### src/rtl/mem_issue_queue.sv
// -----------------------------------------------------------------------------
// mem_issue_queue
//   In-order issue queue feeding the memory execution unit. Micro-ops from
//   dispatch are buffered in a circular queue, snoop a single writeback bus
//   for operands that were not ready at dispatch, are squashed by branch
//   mispredicts (left behind as bubbles) and issue one per cycle from the head
//   once both operands are ready.
//
// Ports
//   i_clk, i_rst_n           clock, asynchronous active-low reset
//   i_valid / o_ready        dispatch handshake (o_ready = count < DEPTH)
//   i_uop .. i_rdy2          micro-op fields, source tags/values/ready flags
//   i_wb                     wakeup bus {val, tag, data}
//   i_brkill                 one-hot mispredicted branch (0 = none)
//   i_brclear                correctly resolved branch bits to clear
//   i_flush                  discard every entry
//   o_instr                  registered packet
//                            {val, uop, brmask, rd, pc, func, imm, op2, op1}
//   o_count                  occupied entries, bubbles included
// -----------------------------------------------------------------------------
module mem_issue_queue #(
  parameter int WIDTH_Q   = 3,
  parameter int WIDTH_BRM = 4,
  parameter int WIDTH_REG = 5,
  parameter int WIDTH     = 1 + 7 + WIDTH_BRM + WIDTH_REG + 10 + 4 * 32
) (
  input  logic                       i_clk,
  input  logic                       i_rst_n,
  input  logic                       i_valid,
  output logic                       o_ready,
  input  logic [6:0]                 i_uop,
  input  logic [9:0]                 i_func,
  input  logic [WIDTH_BRM-1:0]       i_brmask,
  input  logic [WIDTH_REG-1:0]       i_rd,
  input  logic [31:0]                i_pc,
  input  logic [31:0]                i_imm,
  input  logic [WIDTH_REG-1:0]       i_rs1,
  input  logic [WIDTH_REG-1:0]       i_rs2,
  input  logic [31:0]                i_op1,
  input  logic [31:0]                i_op2,
  input  logic                       i_rdy1,
  input  logic                       i_rdy2,
  input  logic [WIDTH_REG+32:0]      i_wb,
  input  logic [WIDTH_BRM-1:0]       i_brkill,
  input  logic [WIDTH_BRM-1:0]       i_brclear,
  input  logic                       i_flush,
  output logic [WIDTH-1:0]           o_instr,
  output logic [WIDTH_Q:0]           o_count
);

  localparam int DEPTH = 1 << WIDTH_Q;

  // Control state
  logic [WIDTH_Q-1:0]   r_head;
  logic [WIDTH_Q-1:0]   r_tail;
  logic [WIDTH_Q:0]     r_count;
  logic [DEPTH-1:0]     r_vld;
  logic [DEPTH-1:0]     r_rdy1;
  logic [DEPTH-1:0]     r_rdy2;
  logic [WIDTH_BRM-1:0] r_brmask [DEPTH];
  logic [WIDTH-1:0]     r_instr;

  // Payload storage (not reset; qualified by the control state above)
  logic [6:0]           r_uop  [DEPTH];
  logic [9:0]           r_func [DEPTH];
  logic [WIDTH_REG-1:0] r_rd   [DEPTH];
  logic [31:0]          r_pc   [DEPTH];
  logic [31:0]          r_imm  [DEPTH];
  logic [WIDTH_REG-1:0] r_rs1  [DEPTH];
  logic [WIDTH_REG-1:0] r_rs2  [DEPTH];
  logic [31:0]          r_op1  [DEPTH];
  logic [31:0]          r_op2  [DEPTH];

  logic                 w_wb_val;
  logic [WIDTH_REG-1:0] w_wb_tag;
  logic [31:0]          w_wb_data;
  logic                 w_enq;
  logic                 w_nonempty;
  logic                 w_head_vld;
  logic                 w_head_kill;
  logic                 w_issue;
  logic                 w_bubble;
  logic                 w_pop;
  logic [WIDTH_BRM-1:0] w_in_brmask;
  logic                 w_in_kill;
  logic                 w_in_cap1;
  logic                 w_in_cap2;
  logic                 w_in_rdy1;
  logic                 w_in_rdy2;

  assign w_wb_val  = i_wb[WIDTH_REG+32];
  assign w_wb_tag  = i_wb[WIDTH_REG+31:32];
  assign w_wb_data = i_wb[31:0];

  // count never exceeds DEPTH, so its MSB alone marks the full state
  assign o_ready = ~r_count[WIDTH_Q];
  assign o_count = r_count;
  assign o_instr = r_instr;

  assign w_enq       = i_valid && o_ready && !i_flush;
  assign w_nonempty  = (r_count != '0);
  assign w_head_vld  = r_vld[r_head];
  assign w_head_kill = |(r_brmask[r_head] & i_brkill);
  assign w_issue     = w_nonempty && w_head_vld && r_rdy1[r_head] &&
                       r_rdy2[r_head] && !w_head_kill;
  assign w_bubble    = w_nonempty && !w_head_vld;
  assign w_pop       = w_issue || w_bubble;

  // Incoming micro-op: clear resolved branches, detect same-cycle kill and
  // same-cycle wakeup. Tag 0 is the hardwired zero register, always ready.
  assign w_in_brmask = i_brmask & ~i_brclear;
  assign w_in_kill   = |(i_brmask & i_brkill);
  assign w_in_cap1   = !i_rdy1 && (i_rs1 != '0) && w_wb_val && (w_wb_tag == i_rs1);
  assign w_in_cap2   = !i_rdy2 && (i_rs2 != '0) && w_wb_val && (w_wb_tag == i_rs2);
  assign w_in_rdy1   = i_rdy1 || (i_rs1 == '0) || w_in_cap1;
  assign w_in_rdy2   = i_rdy2 || (i_rs2 == '0) || w_in_cap2;

  // Queue control and issue register
  always_ff @(posedge i_clk or negedge i_rst_n) begin
    if (!i_rst_n) begin
      r_head  <= '0;
      r_tail  <= '0;
      r_count <= '0;
      r_vld   <= '0;
      r_rdy1  <= '0;
      r_rdy2  <= '0;
      r_instr <= '0;
      for (int i = 0; i < DEPTH; i++) r_brmask[i] <= '0;
    end else if (i_flush) begin
      r_head  <= '0;
      r_tail  <= '0;
      r_count <= '0;
      r_vld   <= '0;
      r_instr[WIDTH-1] <= 1'b0;
    end else begin
      for (int i = 0; i < DEPTH; i++) begin
        if (|(r_brmask[i] & i_brkill)) r_vld[i] <= 1'b0;
        r_brmask[i] <= r_brmask[i] & ~i_brclear;
        if (w_wb_val && !r_rdy1[i] && (r_rs1[i] == w_wb_tag)) r_rdy1[i] <= 1'b1;
        if (w_wb_val && !r_rdy2[i] && (r_rs2[i] == w_wb_tag)) r_rdy2[i] <= 1'b1;
      end

      // A fresh write at tail overrides any stale per-entry update above
      if (w_enq) begin
        r_vld[r_tail]    <= !w_in_kill;
        r_brmask[r_tail] <= w_in_brmask;
        r_rdy1[r_tail]   <= w_in_rdy1;
        r_rdy2[r_tail]   <= w_in_rdy2;
        r_tail           <= r_tail + 1'b1;
      end

      if (w_pop) r_head <= r_head + 1'b1;

      if (w_enq && !w_pop)      r_count <= r_count + 1'b1;
      else if (!w_enq && w_pop) r_count <= r_count - 1'b1;

      // Issue stage boundary: packet registered toward the memory unit
      if (w_issue) begin
        r_instr <= {1'b1, r_uop[r_head], r_brmask[r_head] & ~i_brclear,
                    r_rd[r_head], r_pc[r_head], r_func[r_head], r_imm[r_head],
                    r_op2[r_head], r_op1[r_head]};
      end else begin
        r_instr[WIDTH-1] <= 1'b0;
      end
    end
  end

  // Payload write on enqueue and operand capture on wakeup
  always_ff @(posedge i_clk) begin
    for (int i = 0; i < DEPTH; i++) begin
      if (w_wb_val && !r_rdy1[i] && (r_rs1[i] == w_wb_tag)) r_op1[i] <= w_wb_data;
      if (w_wb_val && !r_rdy2[i] && (r_rs2[i] == w_wb_tag)) r_op2[i] <= w_wb_data;
    end
    if (w_enq) begin
      r_uop[r_tail]  <= i_uop;
      r_func[r_tail] <= i_func;
      r_rd[r_tail]   <= i_rd;
      r_pc[r_tail]   <= i_pc;
      r_imm[r_tail]  <= i_imm;
      r_rs1[r_tail]  <= i_rs1;
      r_rs2[r_tail]  <= i_rs2;
      r_op1[r_tail]  <= w_in_cap1 ? w_wb_data : i_op1;
      r_op2[r_tail]  <= w_in_cap2 ? w_wb_data : i_op2;
    end
  end

endmodule

### config.mk
export PLATFORM = sky130hd
export DESIGN_NAME = mem_issue_queue
export DESIGN_NICKNAME = d
export VERILOG_FILES = /design/src/rtl/mem_issue_queue.sv
export SDC_FILE = /design/constraint.sdc
export NUM_CORES = 2
export LEC_CHECK = 0
export BUFFER_PORTS_ARGS = -buffer_cell sky130_fd_sc_hd__buf_2
export CAP_MARGIN = 25
export CORE_MARGIN = 10
export CORE_UTILIZATION = 55
export DETAILED_ROUTE_END_ITERATION = 16
export GPL_ROUTABILITY_DRIVEN = 0
export MAX_ROUTING_LAYER = met4
export PLACE_DENSITY = 0.82
export REMOVE_ABC_BUFFERS = 1
export SYNTH_ARGS = -nofsm -noshare
export SYNTH_HDL_FRONTEND = slang
export SYNTH_SLANG_ARGS = --single-unit
export TNS_END_PERCENT = 10
### constraint.sdc
create_clock -name i_clk -period 4.7 [get_ports i_clk]
set_clock_uncertainty 0.2 [all_clocks]
set_input_delay 0.235 -clock i_clk [delete_from_list [all_inputs] [get_ports i_clk]]
set_output_delay 0.235 -clock i_clk [all_outputs]
set_load 0.02 [all_outputs]
==> flow_metrics.env <==
export IMPL_ioPinCount=376
export IMPL_final_common_cell="edfxtp_1"
export IMPL_reg2reg_to="o_count[3]$_DFFE_PN0P_"
export IMPL_fin_hold_ws_ns=0.0757
export IMPL_final_hold_viol_count=0
export IMPL_firstDrtPassIters=7
export IMPL_ant_nets=0
export IMPL_clock_sinks=1501
export IMPL_insertion_delay_ns=0.77
export IMPL_pwr_share_clk_pct=33.9
export IMPL_power_uw=37200
export IMPL_worstPathArrival_ns=4.58
export IMPL_fin_tns_setup_ns=0
export IMPL_ys_ff_latch=1501
export IMPL_drive_gt1_share_pct=36.1
export IMPL_dpl_instance_area_mm2=0.0670
export IMPL_crit_path_start_kind="flip-flop"
export IMPL_grt_pass1_wl_mm=243
export IMPL_seqPwrFrac_pct=43.9
export IMPL_grt_ovfl_total=0
export IMPL_synth_ff_type="edfxtp_1"
export IMPL_cts_tree="built"
export IMPL_slowest_delay_ns=0.73
export IMPL_core_area_mm2=0.115
export IMPL_yosys_warnings=0
export IMPL_hold_start="i_brclear[2]"
export IMPL_synth_avg_cell_area_um2=18.4
export IMPL_ys_seq_area_share_pct=69.3
export IMPL_grt_max_degree=151
export IMPL_antenna_found_initial=30
export IMPL_cts_hold_fix_buffers=253
export IMPL_die_x_um=360
export IMPL_path_cells="mux4_2 -> o221a_1 -> a31oi_2 -> buf_4 -> nand2_1 -> ha_1 -> a21o_1 -> a21o_1 -> nor3_1 -> mux2i_1 -> a31oi_1 -> dlygate4sd3_1"
export IMPL_p_leak_uw=0.0259
export IMPL_clock_fmax_ghz=0.245
export IMPL_post_place_cells=5166
export IMPL_slew_viol_final=0
export IMPL_drc_errors=0
export IMPL_post_layout_nonfiller_instances=5738
export IMPL_ys_async_sr_fraction_pct=14.7
export IMPL_htree_levels=4
export IMPL_start_util_pct=55.4
export IMPL_combPwrFrac_pct=22.2
export IMPL_p_int_uw=26700
export IMPL_viasPerCell=6.19
export IMPL_crit_slowest_cell="dfrtp_4"
export IMPL_final_cell_area_mm2=0.0749
export IMPL_synth_cell_types=48
export IMPL_portBuffers=375
export IMPL_first_iter_violations=4131
export IMPL_vias=35533
export IMPL_clk_pin_slew_worst_paths_ns=0.06
export IMPL_post_route_period_util_pct=87.0
export IMPL_max_slew_margin_rel_pct=28.1
export IMPL_wirelength_mm=162
export IMPL_min_path_cells=3
export IMPL_hold_class="in2reg"
export IMPL_grt_pass1_vias=37630
export IMPL_fin_crit_ns=4.09
export IMPL_hpwlAfterDp_mm=87.4
export IMPL_status="complete, no violations"
export IMPL_fp_dieArea_mm2=0.129
export IMPL_r2r_cells=12
export IMPL_final_cell_mix="edfxtp_1 (1280), mux2_2 (496), buf_2 (374)"
export IMPL_gr_usage_all_layers_pct=25.4
export IMPL_r2r_start="r_head[1]$_DFFE_PN0P_"
export IMPL_routedWlPerCell_um=28.2
export IMPL_cap_violations=0
export IMPL_crit_fanout=27
export IMPL_numCtsBuffers=154
export IMPL_cts_repair_resize_count=0
export IMPL_worstPathRequired_ns=5.19
export IMPL_area_delta_synth_final_pct=18.0
export IMPL_sw_frac_of_total_pct=28.0
export IMPL_grt_setup_unrepaired="no"
export IMPL_cts_root_buffer="clkbuf_16"
export IMPL_synth_cells=3443
export IMPL_critPathCaptureType="flip-flop"
export IMPL_synth_edff_count=1280
export IMPL_clock_path_buffers=3
export IMPL_post_cts_buffers=0
export IMPL_switchingPower_uw=10400
export IMPL_powerDensity_mw_per_mm2=496
export IMPL_nets=4284
export IMPL_reg2reg_setup_slack_ns=0.61
export IMPL_worst_pin_slew_ns=1.07
export IMPL_path_common_cell="a21o_1"
export IMPL_post_synth_instance_area_mm2=0.0635
export IMPL_criticalPathCategory="reg2reg"
export IMPL_vdd_drop_max_mv=0.489
export IMPL_die_h_um=360
export IMPL_rows=124
export IMPL_finalSetupViolations=0
export IMPL_crit_start="r_head[1]$_DFFE_PN0P_"
export IMPL_hold_end="o_instr[145]$_DFFE_PN0P_"
worst max-delay path by stage:
stage                                     to  cells after the start
detailed placement    o_count[2]$_DFFE_PN0P_                     11
CTS                   o_count[3]$_DFFE_PN0P_                     13
floorplan           o_instr[143]$_DFFE_PN0P_                      5
global route          o_count[3]$_DFFE_PN0P_                     13
global placement      o_count[2]$_DFFE_PN0P_                     11
finish                o_count[3]$_DFFE_PN0P_                     12
metrics by stage:
step	utilization (%)	worst slack (ns)
final	65.4	0.611
after global routing	65.4	0.471
after CTS	65.3	0.657
after detailed placement	58.5	1.02
after global placement	58.5	1.06
after floorplan	-	-16.98
power groups by stage:
stage | registers, µW | logic (µW) | clock network [µW]
2_1_floorplan | 17300 | 4570 | 0
3_3_place_gp | 16500 | 7800 | 0
3_5_place_dp | 16500 | 7990 | 0
4_1_cts | 16300 | 8300 | 12700
5_1_grt | 16400 | 8870 | 13300
6_report | 16300 | 8260 | 12600
kinds of logic (layout without fill, tap and decap cells):
group | Yosys count | in the layout | share of synthesized area (%)
DFF | 1501 | 1501 | 69.3
muxes | 985 | 985 | 22.6
and+or+nand+nor | 350 | 350 | 2.48
buffers and inverters | 254 | 1005 | 1.88
AOI/OAI and AO/OA | 253 | 253 | 2.29
xor gates and xnor gates | 95 | 95 | 1.33
adders and majority gates | 5 | 5 | 0.110
other | 0 | 32 | 0
Yosys cell counts, types with 4 or more instances:
master	number	area share, %
nor2b_1	5	0.049
nor4_1	19	0.19
nor2_1	24	0.14
clkbuf_1	116	0.69
xnor2_1	19	0.26
nand2_1	222	1.3
dfrtp_1	221	8.7
a222oi_1	8	0.13
o21ai_0	80	0.63
mux2i_1	163	2.6
mux2_1	18	0.32
buf_6	15	0.27
buf_2	86	0.68
a21oi_1	20	0.16
buf_1	19	0.11
o21ai_1	106	0.84
inv_1	17	0.10
mux2_2	496	8.8
o22a_1	16	0.22
a41oi_1	7	0.097
edfxtp_1	1280	61
mux4_2	308	11
nand4_1	4	0.039
nand2b_1	8	0.079
nand3_1	37	0.29
nor3_1	6	0.047
nand4b_1	16	0.22
xor2_1	75	1.0
ha_1	4	0.079
layer usage:
metal  GRT usage (%)  wire length [µm]
met5               -                 0
met4            7.14              3940
met3            5.48             14400
met2            41.9             81700
met1            32.0             61800
critical path, delay by kind of cell (launching register included):
family	cells	cell delay [ns]
AO/OA/AOI/OAI	5	0.98
buffers and inverters	2	0.80
flip-flops	1	0.73
multiplexers	2	0.71
adder cells (fa/ha/maj)	1	0.32
AND/OR/NAND/NOR	2	0.27
flip-flops by register name (all words and copies together), names as in the netlist, 56 cells and up:
register  flops
r_op2       256
r_op1       256
o_instr     155
r_imm       256
r_func       80
r_uop        56
r_pc        256
layout make-up:
class / instances / area (µm²)
clock buffers: 220 / 4350
multi-input cells: 1688 / 18400
fillers: 7427 / 39600
inverters: 17 / 83.8
repair buffers: 701 / 5270
clock inverters: 67 / 888
diodes: 32 / 80.1
well taps: 1512 / 1890
flip-flops and latches: 1501 / 44000
Power figures use the tool's default switching activity.
